`src/rtl/btn_event_arbiter.sv`:
```
// Debounced push-button event source: per-button synchronizer and stability filter, rising-edge
// pending bits, round-robin arbitration into a small event queue with a sticky overflow flag.
module btn_event_arbiter #(
  parameter int unsigned NUM_BTN       = 4,
  parameter int unsigned STABLE_CYCLES = 16,
  parameter int unsigned FIFO_DEPTH    = 4
) (
  input  logic                       clk,
  input  logic                       reset,
  input  logic [NUM_BTN-1:0]         btn_in,
  output logic                       ev_valid,
  output logic [$clog2(NUM_BTN)-1:0] ev_id,
  input  logic                       ev_ready,
  output logic [NUM_BTN-1:0]         btn_level,
  output logic                       overflow,
  input  logic                       ovf_clr
);

  localparam int unsigned IdW  = $clog2(NUM_BTN);
  localparam int unsigned CntW = $clog2(STABLE_CYCLES);
  localparam int unsigned AW   = $clog2(FIFO_DEPTH);
  localparam logic [CntW-1:0] CntMax = CntW'(STABLE_CYCLES - 1);

  logic [NUM_BTN-1:0] sync1_q, sync2_q;
  logic [NUM_BTN-1:0] level_q, level_d, level_prev_q;
  logic [NUM_BTN-1:0] pending_q, pending_d, armed_q, armed_d;
  logic [NUM_BTN-1:0] rise, grant;
  logic [CntW-1:0]    cnt_q [NUM_BTN];
  logic [CntW-1:0]    cnt_d [NUM_BTN];
  logic [1:0]         settle_q, settle_d;
  logic [IdW-1:0]     start_q, start_d, grant_id;
  logic               grant_vld;
  logic [IdW-1:0]     mem_q [FIFO_DEPTH];
  logic [AW:0]        wptr_q, rptr_q;
  logic               full, empty, push, pop;
  logic               overflow_q, overflow_d, ovf_set;

  function automatic logic [IdW-1:0] rr_idx(input logic [IdW-1:0] start, input int unsigned off);
    return IdW'((32'(start) + off) % NUM_BTN);
  endfunction

  // Stability filter: the level only follows sync after STABLE_CYCLES consecutive differences.
  always_comb begin
    level_d = level_q;
    for (int i = 0; i < NUM_BTN; i++) begin
      cnt_d[i] = '0;
      if (sync2_q[i] != level_q[i]) begin
        if (cnt_q[i] == CntMax) begin
          level_d[i] = sync2_q[i];
        end else begin
          cnt_d[i] = cnt_q[i] + CntW'(1);
        end
      end
    end
  end

  // A button only becomes armed once it has been seen released after reset, so a button held
  // through reset release produces no event. The settle count skips the reset-cleared sync stages.
  assign settle_d = (settle_q == 2'd2) ? settle_q : settle_q + 2'd1;
  assign armed_d  = armed_q | ({NUM_BTN{settle_q == 2'd2}} & ~sync2_q);
  assign rise     = level_q & ~level_prev_q & armed_q;

  assign empty = (wptr_q == rptr_q);
  assign full  = (wptr_q[AW] != rptr_q[AW]) && (wptr_q[AW-1:0] == rptr_q[AW-1:0]);
  assign pop   = ~empty & ev_ready;
  assign push  = grant_vld;

  always_comb begin
    grant     = '0;
    grant_id  = '0;
    grant_vld = 1'b0;
    for (int unsigned i = 0; i < NUM_BTN; i++) begin
      if (!grant_vld && !full && pending_q[rr_idx(start_q, i)]) begin
        grant_vld                   = 1'b1;
        grant_id                    = rr_idx(start_q, i);
        grant[rr_idx(start_q, i)]   = 1'b1;
      end
    end
  end

  assign start_d    = grant_vld ? rr_idx(grant_id, 1) : start_q;
  assign pending_d  = (pending_q & ~grant) | rise;
  // A press is lost only if its button is still pending and not being granted this cycle.
  assign ovf_set    = |(rise & pending_q & ~grant);
  assign overflow_d = ovf_set | (overflow_q & ~ovf_clr);

  always_ff @(posedge clk or negedge reset) begin
    if (!reset) begin
      sync1_q      <= '0;
      sync2_q      <= '0;
      level_q      <= '0;
      level_prev_q <= '0;
      pending_q    <= '0;
      armed_q      <= '0;
      settle_q     <= '0;
      start_q      <= '0;
      overflow_q   <= 1'b0;
      wptr_q       <= '0;
      rptr_q       <= '0;
      for (int i = 0; i < NUM_BTN; i++) cnt_q[i] <= '0;
      for (int i = 0; i < FIFO_DEPTH; i++) mem_q[i] <= '0;
    end else begin
      sync1_q      <= btn_in;
      sync2_q      <= sync1_q;
      level_q      <= level_d;
      level_prev_q <= level_q;
      pending_q    <= pending_d;
      armed_q      <= armed_d;
      settle_q     <= settle_d;
      start_q      <= start_d;
      overflow_q   <= overflow_d;
      cnt_q        <= cnt_d;
      if (push) begin
        mem_q[wptr_q[AW-1:0]] <= grant_id;
        wptr_q                <= wptr_q + 1'b1;
      end
      if (pop) rptr_q <= rptr_q + 1'b1;
    end
  end

  assign ev_valid  = ~empty;
  assign ev_id     = mem_q[rptr_q[AW-1:0]];
  assign btn_level = level_q;
  assign overflow  = overflow_q;

endmodule

```
`config.mk`:
```
export PLATFORM = sky130hd
export DESIGN_NAME = btn_event_arbiter
export DESIGN_NICKNAME = d
export VERILOG_FILES = /design/src/rtl/btn_event_arbiter.sv
export SDC_FILE = /design/constraint.sdc
export NUM_CORES = 1
export LEC_CHECK = 0
export ABC_AREA = 1
export ABC_CLOCK_PERIOD_IN_PS = 3900
export CORE_ASPECT_RATIO = 0.8
export CORE_MARGIN = 10
export CORE_UTILIZATION = 55
export DETAILED_ROUTE_END_ITERATION = 6
export PLACE_DENSITY_LB_ADDON = 0.12
export SKIP_CTS_REPAIR_TIMING = 1
export SYNTH_ARGS = -nofsm -noshare
export SYNTH_HDL_FRONTEND = slang
export SYNTH_SLANG_ARGS = --single-unit
```
`constraint.sdc`:
```
create_clock -name clk -period 3.9 [get_ports clk]
set_clock_uncertainty 0.05 [all_clocks]
set_input_delay 0.78 -clock clk [delete_from_list [all_inputs] [get_ports clk]]
set_output_delay 0.78 -clock clk [all_outputs]
set_load 0.02 [all_outputs]
```
==> flow_metrics.tcl <==
set metrics [dict create \
    status "completed" \
    leakage_nw 1.72 \
    pre_cts_ws_ps 1450 \
    vdd_drop_max_mv 0.458 \
    cp.arrival_ps 1840 \
    grt_max_degree 42 \
    max_freq_ghz 0.375 \
    timing_worst_slew_pin_value_ps 498 \
    nets 372 \
    cp-start-kind "register" \
    min_path_type "register to register" \
    io_pins 16 \
    via_per_inst 4.96 \
    cts_root_buf "clkbuf_8" \
    grt-ovfl-total 0 \
    rsz0062_at_grt "no" \
    cts_buffers 9 \
    fin_crit_sh 0.684 \
    cts_tree "yes" \
    syn_area_per_cell_sq_um 9.19 \
    die-area_sq_um 8690 \
    initialDrtViolationCount 148 \
    routabilityCongestion 0.917 \
    syn_nets 346 \
    antenna_found_initial 0 \
    p_total_mw 2.66 \
    clock_path_buffers 2 \
    netlist_area_sq_um 2940 \
    wl_per_cell_microns 13.0 \
    start_util 0.577 \
    setup_viol 0 \
    synth_edf_count 0 \
    layout_common_cells "nand2_1 (68), dfrtp_1 (59), inv_1 (36)" \
    rrSetupSlack_ps 1420 \
    cp.required_ps 3070 \
    endpoint_kind "output port" \
    worstSetupPathType "register to output port" \
    via_count 2049 \
    yosysWarnings 0 \
    dp_hpwl_microns 3880 \
    final_max_slew_viol_count 0 \
    drtAntennaViolNets 0 \
    first_pass_iters 4 \
    slew_headroom 0.668 \
    grt_pass1_vias 2093 \
    min_period_ps 2670 \
    grt_pass1_wl_microns 9590 \
    dpl.cell_count 397 \
    synth-seq-area-share 0.502 \
    die_w_microns 102 \
    cts.clk_slew.worst_paths_ps 70 \
    synthFlopType "dfrtp_1" \
    fin_ws_ps 1230 \
    die_h_microns 85.4 \
    clkSinkCount 59 \
    setup_tns_ps 0 \
    cts-htree-levels 3 \
    rows 23 \
    stdcell_count 413 \
    cap_violations 0 \
    clock_latency_ps 340 \
    final_common_cell "nand2_1" \
    io_buffers 15 \
    route.detailed.drc 0 \
    hold_viol 0 \
    drive_above_1_share 0.123 \
    power_density_nw_per_um2 782 \
    placeableCoreArea_sq_um 5090 \
    ys_ff_latch 59 \
    area_growth_pct 15.5 \
    syn-instance-count 320 \
    yosysUniqueCellTypes 29 \
    worstPathMaxFanout 7 \
    grt_use_total 0.138 \
    synthArstFlopShare 1.00 \
    diodes 0 \
    drt_wl_total_microns 5360 \
]
==> flip-flops by register name, summed over array words and instances (netlist names) <==
register / flops
start_q: 2
rptr_q: 3
sync1_q: 4
btn_level: 4
wptr_q: 3
mem_q: 8
level_prev_q: 4
settle_q: 2
overflow: 1
armed_q: 4
cnt_q: 16
sync2_q: 4
pending_q: 4
==> cell families after synthesis <==
logic type               share of synthesized area
AO/OA/AOI/OAI                               0.0485
multiplexers                                0.0115
buffers and inverters                       0.0544
adder cells (fa/ha/maj)                     0.0766
AND/OR/NAND/NOR                              0.251
flip-flops                                   0.502
XOR/XNOR                                    0.0557
==> area by class of cell <==
class,instances,area (sq um)
clock buffers,11,151
clock inverters,5,85.1
fillers,396,1700
inverters,39,149
multi-input cells,221,1310
flip-flops and latches,59,1480
well taps,62,77.6
repair buffers,16,153
==> synthesized netlist by cell type, types with 2 or more instances <==
cell      count  area (sq um)
nor2_1       34           128
inv_2         2          7.51
nand2_2       8          50.1
xnor2_1       8          70.1
nand2_1      68           255
nand4_1       3          18.8
o21bai_1      3          22.5
mux2_2        3          33.8
a21oi_1       3          15.0
o22ai_1       2          12.5
ha_1         18           225
o21ai_1       8          40.0
o21ai_0       9          45.0
xor2_1        7          61.3
nand3b_1      2          15.0
nand2_4       2          22.5
inv_1        36           135
nor3_1        2          10.0
dfrtp_1      59          1480
nand3_1      31           155
nor2_2        3          18.8
nand3_4       2          35.0
==> power by group <==
group          internal (mW)  total (mW)  switching [mW]
clock network          0.397       0.644           0.247
logic                  0.406        1.19           0.786
registers              0.714       0.820           0.107
==> metrics by stage <==
step	hold slack, ps	util	cell area, sq um
2_1_floorplan	281	-	2940
3_3_place_gp	282	0.620	3160
3_5_place_dp	286	0.620	3160
4_1_cts	300	0.667	3400
5_1_grt	313	0.667	3400
6_report	299	0.667	3400
==> routing by layer <==
metal	wire (microns)	up-vias	global-route usage
met5	0	-	0
met4	38	0	0.0389
met3	291	6	0.0543
met2	2360	43	0.205
met1	2670	931	0.182
li1	-	1069	-
==> worst max-delay path, stage by stage (launching register included) <==
cell and delay [ps]:
dfrtp_1 480, inv_1 170, nor2_1 60, o22ai_1 160, clkdlybuf4s50_1 630
==> path summary, 6_finish.rpt <==
path | to | start | depth (start not counted)
worst min-delay path | sync2_q[1] | sync1_q[1] | 0
worst max-delay path | ev_id[0] | rptr_q[0] | 4
max in group asynchronous | pending_q[2] | reset | 2
worst max register to register | start_q[1] | start_q[1] | 12
min in group asynchronous | rptr_q[2] | reset | 1
worst min register to register | sync2_q[1] | sync1_q[1] | 0
Note: power is estimated with default switching activity, not from simulation.
